<file path="config.mk">
export PLATFORM = sky130hd
export DESIGN_NAME = tone_sequencer_flat
export DESIGN_NICKNAME = d
export VERILOG_FILES = /design/src/rtl/tone_sequencer_pkg.sv /design/src/rtl/tone_sequencer_if.sv /design/src/rtl/tone_sequencer_sample_tick_gen.sv /design/src/rtl/tone_sequencer.sv /design/src/flat_wrapper.sv
export SDC_FILE = /design/constraint.sdc
export NUM_CORES = 1
export LEC_CHECK = 0
export CORE_MARGIN = 3
export CORE_UTILIZATION = 46
export DETAILED_ROUTE_END_ITERATION = 8
export PLACE_DENSITY_LB_ADDON = 0.15
export SLEW_MARGIN = 10
export SYNTH_ARGS = -nofsm -noshare
export SYNTH_HDL_FRONTEND = slang
export SYNTH_HIERARCHICAL = 1
export SYNTH_SLANG_ARGS = --single-unit
</file>
<file path="constraint.sdc">
create_clock -name CLOCK_50 -period 8.4 [get_ports CLOCK_50]
set_input_delay 2.52 -clock CLOCK_50 [delete_from_list [all_inputs] [get_ports CLOCK_50]]
set_output_delay 2.52 -clock CLOCK_50 [all_outputs]
set_load 0.05 [all_outputs]
</file>
<file path="src/rtl/tone_sequencer_pkg.sv">
// Shared note codes, FSM state encoding and pitch table for tone_sequencer.
package tone_pkg;

   // Note codes with a special meaning; 13 and 14 are also treated as rests.
   localparam logic [3:0] NOTE_REST = 4'd0;
   localparam logic [3:0] NOTE_END  = 4'd15;

   // FSM state encoding.
   localparam logic [2:0] ST_IDLE   = 3'd0;
   localparam logic [2:0] ST_FETCH  = 3'd1;
   localparam logic [2:0] ST_DECODE = 3'd2;
   localparam logic [2:0] ST_PLAY   = 3'd3;
   localparam logic [2:0] ST_DONE   = 3'd4;

   // Half period in CLOCK_50 cycles for C4..B4 (codes 1..12); 0 for everything else.
   function automatic logic [16:0] note_half_period(input logic [3:0] code);
      logic [16:0] hp;
      case (code)
         4'd1:    hp = 17'd95556;
         4'd2:    hp = 17'd90194;
         4'd3:    hp = 17'd85131;
         4'd4:    hp = 17'd80353;
         4'd5:    hp = 17'd75843;
         4'd6:    hp = 17'd71586;
         4'd7:    hp = 17'd67568;
         4'd8:    hp = 17'd63776;
         4'd9:    hp = 17'd60196;
         4'd10:   hp = 17'd56818;
         4'd11:   hp = 17'd53629;
         4'd12:   hp = 17'd50619;
         default: hp = 17'd0;
      endcase
      return hp;
   endfunction

   // Codes that produce silence while still consuming a beat.
   function automatic logic note_is_rest(input logic [3:0] code);
      return (code == NOTE_REST) || (code == 4'd13) || (code == 4'd14);
   endfunction

endpackage

</file>
<file path="src/rtl/tone_sequencer_if.sv">
// Note ROM bus plus the Audio_Controller sample handshake.
interface tone_sequencer_if #(
   parameter int ADDR_W = 10
) ();
   logic [ADDR_W-1:0]  rom_addr;
   logic [3:0]         rom_data;
   logic               audio_out_allowed;
   logic               write_audio_out;
   logic signed [31:0] left_channel_audio_out;
   logic signed [31:0] right_channel_audio_out;

   // Sequencer side: drives the ROM address and the sample strobe.
   modport master (
      output rom_addr,
      input  rom_data,
      input  audio_out_allowed,
      output write_audio_out,
      output left_channel_audio_out,
      output right_channel_audio_out
   );

   // ROM / Audio_Controller side.
   modport slave (
      input  rom_addr,
      output rom_data,
      output audio_out_allowed,
      input  write_audio_out,
      input  left_channel_audio_out,
      input  right_channel_audio_out
   );
endinterface

</file>
<file path="src/rtl/tone_sequencer_sample_tick_gen.sv">
// Free-running divider producing a one-cycle tick every SAMPLE_DIV clocks.
module sample_tick_gen #(
   parameter int SAMPLE_DIV = 1042
) (
   input  logic CLOCK_50,
   input  logic reset,
   output logic tick
);
   localparam int              CW   = (SAMPLE_DIV > 1) ? $clog2(SAMPLE_DIV) : 1;
   localparam logic [CW-1:0]   LAST = CW'(SAMPLE_DIV - 1);

   logic [CW-1:0] cnt_q, cnt_d;

   // Tick on the last count so the first one lands SAMPLE_DIV-1 cycles after reset.
   assign tick = (cnt_q == LAST);

   // Wrap to zero on the tick, otherwise count up.
   always_comb begin
      cnt_d = tick ? '0 : cnt_q + CW'(1);
   end

   // Counter register; runs in every sequencer state.
   always_ff @(posedge CLOCK_50) begin
      // NOTE: state registers use non-blocking (<=) so every flop samples pre-edge values.
      if (reset) cnt_q <= '0;
      else       cnt_q <= cnt_d;
   end
endmodule

</file>
<file path="src/rtl/tone_sequencer.sv">
// Plays a note ROM as square-wave tones and feeds samples to Audio_Controller.
module tone_sequencer
   import tone_pkg::*;
#(
   parameter int                 ADDR_W     = 10,
   parameter int                 BEAT_BASE  = 6250000,
   parameter int                 SAMPLE_DIV = 1042,
   parameter logic signed [31:0] AMPLITUDE  = 32'sd10000000,
   parameter bit                 LOOP       = 1'b0
) (
   input  logic             CLOCK_50,
   input  logic             reset,
   input  logic             start,
   input  logic             stop,
   input  logic [1:0]       speed,
   tone_sequencer_if.master bus,
   output logic             playing,
   output logic             done,
   output logic [7:0]       dropped
);
   // Wide enough for BEAT_BASE << 3.
   localparam int BEAT_W = $clog2(BEAT_BASE) + 4;

   logic [2:0]         state_q,    state_d;
   logic [ADDR_W-1:0]  rom_addr_q, rom_addr_d;
   logic [3:0]         note_q,     note_d;
   logic [16:0]        half_q,     half_d;
   logic [BEAT_W-1:0]  beat_q,     beat_d;
   logic [16:0]        tone_q,     tone_d;
   logic               pol_q,      pol_d;
   logic signed [31:0] sample_q,   sample_d;
   logic               pending_q,  pending_d;
   logic [7:0]         dropped_q,  dropped_d;
   logic signed [31:0] tone_sample;
   logic               tick;
   logic               write;

   sample_tick_gen #(.SAMPLE_DIV(SAMPLE_DIV)) u_tick (
      .CLOCK_50 (CLOCK_50),
      .reset    (reset),
      .tick     (tick)
   );

   // Playback FSM: address walk, note decode, beat countdown and square-wave phase.
   always_comb begin
      // NOTE: every always_comb output gets a default first so no path infers a latch.
      state_d    = state_q;
      rom_addr_d = rom_addr_q;
      note_d     = note_q;
      half_d     = half_q;
      beat_d     = beat_q;
      tone_d     = tone_q;
      pol_d      = pol_q;
      case (state_q)
         ST_IDLE, ST_DONE: begin
            if (start) begin
               rom_addr_d = '0;
               state_d    = ST_FETCH;
            end
         end
         ST_FETCH: state_d = ST_DECODE;
         ST_DECODE: begin
            note_d = bus.rom_data;
            if (bus.rom_data == NOTE_END) begin
               state_d = ST_DONE;
            end else begin
               half_d  = note_half_period(bus.rom_data);
               // Load length-1 so PLAY lasts exactly BEAT_BASE << speed cycles.
               beat_d  = (BEAT_W'(BEAT_BASE) << speed) - BEAT_W'(1);
               tone_d  = '0;
               pol_d   = 1'b0;
               state_d = ST_PLAY;
            end
         end
         ST_PLAY: begin
            if (!note_is_rest(note_q)) begin
               if (tone_q == half_q - 17'd1) begin
                  tone_d = '0;
                  pol_d  = ~pol_q;
               end else begin
                  tone_d = tone_q + 17'd1;
               end
            end
            if (beat_q == '0) begin
               if (rom_addr_q == '1) begin
                  if (LOOP) begin
                     rom_addr_d = '0;
                     state_d    = ST_FETCH;
                  end else begin
                     state_d    = ST_DONE;
                  end
               end else begin
                  rom_addr_d = rom_addr_q + ADDR_W'(1);
                  state_d    = ST_FETCH;
               end
            end else begin
               beat_d = beat_q - BEAT_W'(1);
            end
         end
         default: state_d = ST_IDLE;
      endcase
      // stop wins over everything, including a simultaneous start.
      if (stop) state_d = ST_IDLE;
   end

   // Instantaneous tone value: only a sounding note in PLAY is non-zero.
   always_comb begin
      tone_sample = '0;
      if (state_q == ST_PLAY && !note_is_rest(note_q))
         tone_sample = pol_q ? AMPLITUDE : -AMPLITUDE;
   end

   // Sample latch and pending/overrun bookkeeping around the write handshake.
   always_comb begin
      write     = pending_q & bus.audio_out_allowed;
      sample_d  = sample_q;
      pending_d = pending_q;
      dropped_d = dropped_q;
      if (stop || state_q == ST_IDLE || state_q == ST_DONE) begin
         sample_d  = '0;
         pending_d = 1'b0;
      end else if (tick) begin
         // A simultaneous write consumes the old sample, so only an unwritten one is a drop.
         sample_d  = tone_sample;
         pending_d = 1'b1;
         if (pending_q && !write && dropped_q != 8'hFF)
            dropped_d = dropped_q + 8'd1;
      end else if (write) begin
         pending_d = 1'b0;
      end
   end

   // All state registers, synchronously reset.
   always_ff @(posedge CLOCK_50) begin
      if (reset) begin
         state_q    <= ST_IDLE;
         rom_addr_q <= '0;
         note_q     <= '0;
         half_q     <= '0;
         beat_q     <= '0;
         tone_q     <= '0;
         pol_q      <= 1'b0;
         sample_q   <= '0;
         pending_q  <= 1'b0;
         dropped_q  <= '0;
      end else begin
         state_q    <= state_d;
         rom_addr_q <= rom_addr_d;
         note_q     <= note_d;
         half_q     <= half_d;
         beat_q     <= beat_d;
         tone_q     <= tone_d;
         pol_q      <= pol_d;
         sample_q   <= sample_d;
         pending_q  <= pending_d;
         dropped_q  <= dropped_d;
      end
   end

   assign bus.rom_addr                = rom_addr_q;
   assign bus.write_audio_out         = write;
   assign bus.left_channel_audio_out  = sample_q;
   assign bus.right_channel_audio_out = sample_q;
   assign playing = (state_q == ST_FETCH) || (state_q == ST_DECODE) || (state_q == ST_PLAY);
   assign done    = (state_q == ST_DONE);
   assign dropped = dropped_q;
endmodule

</file>
<file path="src/flat_wrapper.sv">
// flat-port wrapper written by rule: the top's interface ports become plain ports
module tone_sequencer_flat import tone_pkg::*;
#(
   parameter int                 ADDR_W     = 10,
   parameter int                 BEAT_BASE  = 6250000,
   parameter int                 SAMPLE_DIV = 1042,
   parameter logic signed [31:0] AMPLITUDE  = 32'sd10000000,
   parameter bit                 LOOP       = 1'b0
)
  (CLOCK_50, reset, start, stop, speed, playing, done, dropped, bus_rom_addr, bus_rom_data, bus_audio_out_allowed, bus_write_audio_out, bus_left_channel_audio_out, bus_right_channel_audio_out);
  tone_sequencer_if #(.ADDR_W(ADDR_W)) bus_i ();
  input  logic CLOCK_50;
  input  logic reset;
  input  logic start;
  input  logic stop;
  input  logic [1:0] speed;
  output logic playing;
  output logic done;
  output logic [7:0] dropped;
  output wire logic [$bits(bus_i.rom_addr)-1:0] bus_rom_addr;
  input wire logic [$bits(bus_i.rom_data)-1:0] bus_rom_data;
  input wire logic [$bits(bus_i.audio_out_allowed)-1:0] bus_audio_out_allowed;
  output wire logic [$bits(bus_i.write_audio_out)-1:0] bus_write_audio_out;
  output wire logic [$bits(bus_i.left_channel_audio_out)-1:0] bus_left_channel_audio_out;
  output wire logic [$bits(bus_i.right_channel_audio_out)-1:0] bus_right_channel_audio_out;
  assign bus_rom_addr = bus_i.rom_addr;
  assign bus_i.rom_data = bus_rom_data;
  assign bus_i.audio_out_allowed = bus_audio_out_allowed;
  assign bus_write_audio_out = bus_i.write_audio_out;
  assign bus_left_channel_audio_out = bus_i.left_channel_audio_out;
  assign bus_right_channel_audio_out = bus_i.right_channel_audio_out;
  tone_sequencer #(.ADDR_W(ADDR_W), .BEAT_BASE(BEAT_BASE), .SAMPLE_DIV(SAMPLE_DIV), .AMPLITUDE(AMPLITUDE), .LOOP(LOOP)) u_core (.CLOCK_50(CLOCK_50), .reset(reset), .start(start), .stop(stop), .speed(speed), .bus(bus_i), .playing(playing), .done(done), .dropped(dropped));
endmodule
</file>
# ---- Yosys cells after proc, flatten, opt, wreduce, memory -nomap -nowiden
# Memory sizes are Yosys's and may differ from the RTL's. A register that Yosys moved wholly into a read port is not among the register bits.
# Index checks and enable logic that the tools add are counted.
dict set report word_totals {
  latchBits 0
  regBits 114
  elab_cells 93
  ram_bits 0
  mem_bits_ro 272
  out_inout_bits 85
  memories 1
  in_bits 11
}
dict set report classes {
  add_sub_neg 7
  bitwise_logic 4
  n_lt_le_gt_ge 0
  shifts 1
  multipliers 0
  div 0
  eq_ne 18
  reduce_logical 28
  mux 24
}
# name depth width read_ports rd_clocked_by_memory_dff wr line_no
set mem_list {}
lappend mem_list {{(no name shown)} 16 17 1 1 0 tone_sequencer_pkg.sv:18} ;# case (code)
# operator n
set ops {}
lappend ops {{$mux 32} 2}
lappend ops {{$mux 27} 2}
lappend ops {{$pmux 27 s2} 1}
lappend ops {{$mux 17} 3}
lappend ops {{$pmux 17 s2} 1}
lappend ops {{$mux 10} 3}
lappend ops {{$logic_not 27->1} 1}
lappend ops {{$shl 23x2->27 const A} 1}
lappend ops {{$sub 27x1->27 const B} 1}
lappend ops {{$sub 27x2->27 const B} 1}
lappend ops {{$pmux 10 s2} 1}
lappend ops {{$add 17x1->17 const B} 1}
lappend ops {{$eq 17x17->1} 1}
lappend ops {{$sub 17x1->17 const B} 1}
lappend ops {{$eq 4x4->1 const B} 3}
lappend ops {{$mux 3} 4}
lappend ops {{$pmux 3 s4} 1}
lappend ops {{$add 11x1->11 const B} 1}
lappend ops {{$eq 11x11->1 const B} 1}
lappend ops {{$add 10x1->10 const B} 1}
lappend ops {{$eq 10x10->1 const B} 1}
lappend ops {{$ne 2x2->1 const B} 5}
lappend ops {{$reduce_and 3->1} 3}
lappend ops {{$add 8x1->8 const B} 1}
lappend ops {{other kinds (18)} 41}

# ---- Longest topological paths before layout
# Gate-level depths: netlist of the first run.
dict set report depth {
  ltp_word 6
  depth_mapped 11
  ltp_nobuf 9
}

# ---- Modules after synthesis
# The synthesis of the first run kept the hierarchy.
# module n_inst area_each_um2 cells_each seq_area_each_um2
set modules_own_cells {}
lappend modules_own_cells {tone_sequencer 1 5718.0 734 1821.7}
lappend modules_own_cells {sample_tick_gen 1 514.2 56 220.2}

# ---- Worst setup path before layout of the first run
# Ideal clock, no wire load.
dict set report synth_path {
  kind {input-to-output}
  start {in bus_audio_out_allowed}
  end {out bus_write_audio_out}
  arrival_ns 2.932
  setup_slack_ns 2.948
  required_ns 5.880
  path_stages 1
  path_cell_list {and2_1}
}
dict set report synth_via {
  elab_chain_cells 1
}
# item line_no
set synth_lines {}
lappend synth_lines {{start, declared} flat_wrapper.sv:22} ;# input wire logic [$bits(bus_i.audio_out_allowed)-1:0] bus_audio_out_allowed;
lappend synth_lines {{$and 1x1->1} tone_sequencer.sv:115} ;# write = pending_q & bus.audio_out_allowed;
lappend synth_lines {{end, declared} flat_wrapper.sv:23} ;# output wire logic [$bits(bus_i.write_audio_out)-1:0] bus_write_audio_out;
# Every way passes these cells.

# ---- Worst setup path in the final report of the first run
# Ends and elaborated chain as after synthesis.

==> results of run 1 <==
==> report_power, final <==
| part | leakage (nW) | internal, mW | switching, mW | total, mW |
|---|---|---|---|---|
| clock network | 0.163 | 0.269 | 0.179 | 0.448 |
| logic | 1.50 | 0.0456 | 0.0955 | 0.141 |
| registers | 0.824 | 0.491 | 0.0102 | 0.501 |
| total | 2.49 | 0.805 | 0.285 | 1.09 |
==> worst paths after layout <==
check / from / end / slack, ns
worst min register to register: u_core/u_tick/cnt_q[0]$_SDFF_PP0_ / u_core/u_tick/cnt_q[0]$_SDFF_PP0_ / 0.49
worst min-delay path: u_core/u_tick/cnt_q[0]$_SDFF_PP0_ / u_core/u_tick/cnt_q[0]$_SDFF_PP0_ / 0.49
worst max-delay path: bus_audio_out_allowed / bus_write_audio_out / 1.97
worst max register to register: u_core/state_q[1]$_SDFFE_PP0P_ / u_core/pol_q$_SDFFE_PP0P_ / 4.55
==> kinds of logic after synthesis <==
family | Yosys count | synth area share [%]
other | 1 | 0.0602
adder cells (fa/ha/maj) | 16 | 3.21
buffers and inverters | 126 | 11.5
AND/OR/NAND/NOR | 329 | 27.0
multiplexers | 9 | 1.73
flip-flops | 102 | 32.8
XOR/XNOR | 61 | 8.57
AO/OA/AOI/OAI | 146 | 15.1
==> through the flow <==
step	setup WS, ns	instance area [um2]	hold slack, ns
2_1_floorplan	2.95	6280	0.443
3_3_place_gp	1.97	6700	0.459
3_5_place_dp	1.96	6700	0.476
4_1_cts	1.96	7020	0.490
5_1_grt	1.91	7020	0.510
6_report	1.97	7020	0.489
==> flip-flops by register name, indices dropped and copies added (netlist names) <==
register	count
u_core/note_q	4
u_core/beat_q	27
u_core/pol_q	1
u_core/u_tick/cnt_q	11
u_core/pending_q	1
u_core/tone_q	17
u_core/bus.rom_addr	10
u_core/state_q	3
u_core/half_q	17
u_core/dropped	8
u_core/bus.left_channel_audio_out	3
==> critical path: cells and delay by family <==
family,cells,cell delay [ns]
buffers and inverters,2,1.27
and+or+nand+nor,1,0.12
==> placed cells by master (no fill, tap or decap), types with 23 or more instances in the layout <==
cell	instances
clkdlybuf4s50_1	80
xnor2_1	30
dfxtp_1	102
xor2_1	31
nor2_1	102
a21oi_1	45
nand4_1	23
inv_1	25
o21ai_0	34
nor3_1	43
nand3_1	24
nand2_1	59
==> cell type report <==
type	instances	area (um2)	area share [%]
Clock buffer	10	239	3.40
Timing Repair Buffer	84	828	11.8
Clock inverter	6	83.8	1.19
Multi-Input combinational cell	575	3520	50.1
Sequential cell	102	2040	29.1
Tap cell	172	215	3.06
Inverter	25	93.8	1.34
==> routing by layer <==
| metal | wire length, um | vias up |
|---|---|---|
| met5 | 0 | - |
| met4 | 375 | 0 |
| met3 | 819 | 24 |
| met2 | 7060 | 180 |
| met1 | 6560 | 2601 |
| li1 | - | 2742 |
==> synthesized netlist by cell type, types with 3 or more instances <==
cell type / n
or4_1: 5
nor4b_1: 7
o22ai_1: 3
nand4_1: 23
buf_2: 8
a211oi_1: 9
nor2_1: 102
nor4_1: 10
o211ai_1: 3
clkbuf_1: 28
nand2b_1: 3
a221oi_1: 3
buf_4: 63
o21a_1: 4
dfxtp_1: 102
xor2_1: 31
and2_1: 8
nand3_1: 24
ha_1: 16
o21ai_0: 34
a21oi_1: 45
nand3b_1: 5
nor3_1: 43
o31ai_1: 5
or3_1: 6
a31oi_1: 6
and3_1: 12
mux2i_1: 7
a311oi_1: 10
xnor2_1: 30
a22oi_1: 7
nand2_1: 59
inv_1: 25
==> out/results.txt, run 1 <==
Slew headroom: 29.5%
nets@finish: 824
CTS Root Cell: clkbuf_16
fin. max-slew vios: 0
Reg clk slew, reported paths: 0.07 ns
MaxCap Viol Count: 0
CTS Buffer Depth: 2
Ports: 96
Pwr Total: 1.09 mW
Global Route Usage Sum: 20.3%
DIE WIDTH: 122 um
CP cell instances: clkdlybuf4s50_1, and2_1, clkdlybuf4s50_1
Worst Setup Path Type: in -> out
Critical Path RT: 5.88 ns
Layout Cells excl Fill: 974
synthesis-stage register bit count: 102
synthesis warning total: 6
# fillers: 1228
status: complete, no violations
Post-Synthesis Cell Area: 6230 um2
Hold Path Stages: 1
CTS H-tree depth: 3
CP arrival: 3.91 ns
setup repair after global routing missed its margin: false
Period minus WS final: 6.43 ns
# resized after CTS: 0
met3 Usage GRT: 3.04%
Setup Skew: 0.00648 ns
Post-synth ARST share: 0%
TNS Setup: 0 ns
vias in the first global route: 5156
Top FF cell, synth: dfxtp_1
largest net degree at the start of global routing: 63
Initial Util: 48.2%
PortBufs: 81
fmax: 155 MHz
R2R cell count: 7
DRT Wirelength: 14800 um
Cell variety after synth: 70
met2 usage: 34.6%
final hold vios: 0
GR peak layer: met2
EDFF count, synth: 0
Core Util, Final: 54.3%
clk sinks: 102
Antenna Violating Nets Remaining: 0
TritonCTS clock tree: done
Synth top area share: 32.8%
hold crit path type: reg -> reg
initial antenna violation count: 0
Pleak: 2.49 nW
CP endpoint kind: primary output
WL/cell: 15.2 um
Ant. Diodes: 0
worst vdd ir: 0.000105 V
Post-Syn Instances: 790
Via Count: 5547
CP most frequent cell: clkdlybuf4s50_1
Die Y-Extent: 122 um
1st-iter DRT viols: 355
GRT overflow: 0
register area share after synthesis: 32.8%
Final period util: 76.6%
syn avg cell area: 7.89 um2
Vias per Instance: 5.70
pwr dens: 155 nW/um2
TritonCTS buffer count: 9
first-pass GRT wire length: 24900 um
CP max stage cell: clkdlybuf4s50_1
CTS Hold Bufs: 0
drt pass-1 iters: 5
Residual DRC: 0
postcts setup bufs: 0
area leader, netlist: dfxtp_1
P&R area growth vs syn: 12.7%
Worst-Margin Slew: 1.06 ns
row cnt: 41
top post-synthesis cells by area: dfxtp_1, buf_4, nor2_1, xor2_1, xnor2_1
placed insts: 958
HPWL after DPL: 10600 um
Worst setup SP type: primary input
GP Congestion: 0.909
core area: 12900 um2
DIE AREA: 15000 um2
Clock Latency Late Sink: 0.34 ns
critical path fanouts, max: 2
GRT met1 Usage: 25.8%
layout cells sized above 1: 4.74%
critical path's largest stage delay: 0.80 ns
final setup vio count: 0
Power figures use the tool's default switching activity.
==> inputs of run 2 (changes only) <==
- clock period: 8.4 -> 5.2 ns (I/O delays scaled with it)
==> run 2 against run 1 <==
  * First-iteration DRC count down 9.3%
  * Non-clock buffer count up 5
  * Sequential share of layout area decreased by 0.088 points
  * Critical endpoint unchanged
  * Largest power group unchanged
==> out/results.txt, run 2 (synthesis results as in run 1) <==
status: complete, no violations
GR peak layer: met2
GRT overflow: 0
DIE WIDTH: 122 um
nets@finish: 829
DIE AREA: 15000 um2
HPWL after DPL: 10600 um
Vias per Instance: 5.69
GP Congestion: 0.892
Worst Setup Path Type: in -> out
# resized after CTS: 0
largest net degree at the start of global routing: 54
initial antenna violation count: 0
worst vdd ir: 0.000142 V
CP endpoint kind: primary output
Reg clk slew, reported paths: 0.07 ns
Worst-Margin Slew: 0.899 ns
setup repair after global routing missed its margin: false
Initial Util: 48.2%
WL/cell: 15.0 um
final setup vio count: 0
drt pass-1 iters: 5
Clock Latency Late Sink: 0.35 ns
TritonCTS clock tree: done
CTS H-tree depth: 3
postcts setup bufs: 0
max FFs per register: 27
Ports: 96
critical path fanouts, max: 2
met3 Usage GRT: 3.64%
CTS Hold Bufs: 0
P&R area growth vs syn: 13.0%
Final period util: 86.7%
TritonCTS buffer count: 9
Via Count: 5573
vias in the first global route: 5141
Most flops, register: u_core/beat_q
layout cells sized above 1: 5.33%
most frequent cells in the layout: nor2_1, dfxtp_1, clkdlybuf4s50_1
Pwr Total: 1.73 mW
pwr dens: 246 nW/um2
MaxCap Viol Count: 0
Antenna Violating Nets Remaining: 0
Critical Path RT: 3.64 ns
final hold vios: 0
fmax: 222 MHz
hold crit path type: reg -> reg
fin. max-slew vios: 0
TNS Setup: 0 ns
Slew headroom: 39.3%
Pleak: 2.49 nW
Regs by FF count: u_core/beat_q (27), u_core/half_q (17), u_core/tone_q (17)
CTS Buffer Depth: 2
row cnt: 41
PortBufs: 81
Global Route Usage Sum: 20.1%
1st-iter DRT viols: 322
CP arrival: 2.95 ns
Die Y-Extent: 122 um
clk sinks: 102
Period minus WS final: 4.51 ns
Setup Skew: 0.00567 ns
Ant. Diodes: 0
met2 usage: 34.4%
core area: 12900 um2
DRT Wirelength: 14700 um
GRT met1 Usage: 25.5%
CTS Root Cell: clkbuf_16
Residual DRC: 0
Worst setup SP type: primary input
first-pass GRT wire length: 24800 um
-- run 2: path summary, 6_finish.rpt --
path                                                  endpoint  slack, ns                            from  cells past startpoint
worst max-delay path                       bus_write_audio_out       0.69           bus_audio_out_allowed                      3
worst min-delay path            u_core/beat_q[17]$_SDFFE_PP0P_       0.49  u_core/beat_q[17]$_SDFFE_PP0P_                      2
worst max register to register  u_core/beat_q[26]$_SDFFE_PP0P_       1.81   u_core/beat_q[0]$_SDFFE_PP0P_                      9
worst min register to register  u_core/beat_q[17]$_SDFFE_PP0P_       0.49  u_core/beat_q[17]$_SDFFE_PP0P_                      2
-- run 2: worst max-delay path, cell delays in order --
cell and delay (ns):
clkdlybuf4s50_1 0.47, and2_1 0.12, clkdlybuf4s50_1 0.79
-- run 2: area by class of cell --
type / count / area [um2]
Sequential cell: 102 / 2040
Fill cell: 1227 / 5880
Tap cell: 172 / 215
Timing Repair Buffer: 89 / 866
Clock inverter: 7 / 81.3
Multi-Input combinational cell: 575 / 3520
Inverter: 25 / 93.8
Clock buffer: 9 / 225
-- run 2: where the power goes --
part | total (mW) | internal [mW] | switching [mW]
Sequential | 0.809 | 0.792 | 0.0160
Clock | 0.694 | 0.380 | 0.314
Combinational | 0.229 | 0.0749 | 0.154
Total | 1.73 | 1.25 | 0.484
-- run 2: metrics by stage --
step | hold slack, ns | std cells | area (um2) | worst slack, ns | util [%]
finish | 0.486 | 979 | 7040 | 0.691 | 54.5
global route | 0.507 | 979 | 7040 | 0.629 | 54.5
CTS | 0.487 | 979 | 7040 | 0.681 | 54.5
detailed placement | 0.475 | 963 | 6740 | 0.687 | 52.1
global placement | 0.459 | 963 | 6740 | 0.690 | 52.1
floorplan | 0.443 | 803 | 6280 | 1.52 | -
-- run 2: layer usage --
layer  part of all wire, %  vias to the layer above
met5                     0                        -
met4                   2.1                        0
met3                   5.6                       20
met2                    48                      183
met1                    45                     2625
li1                      -                     2745
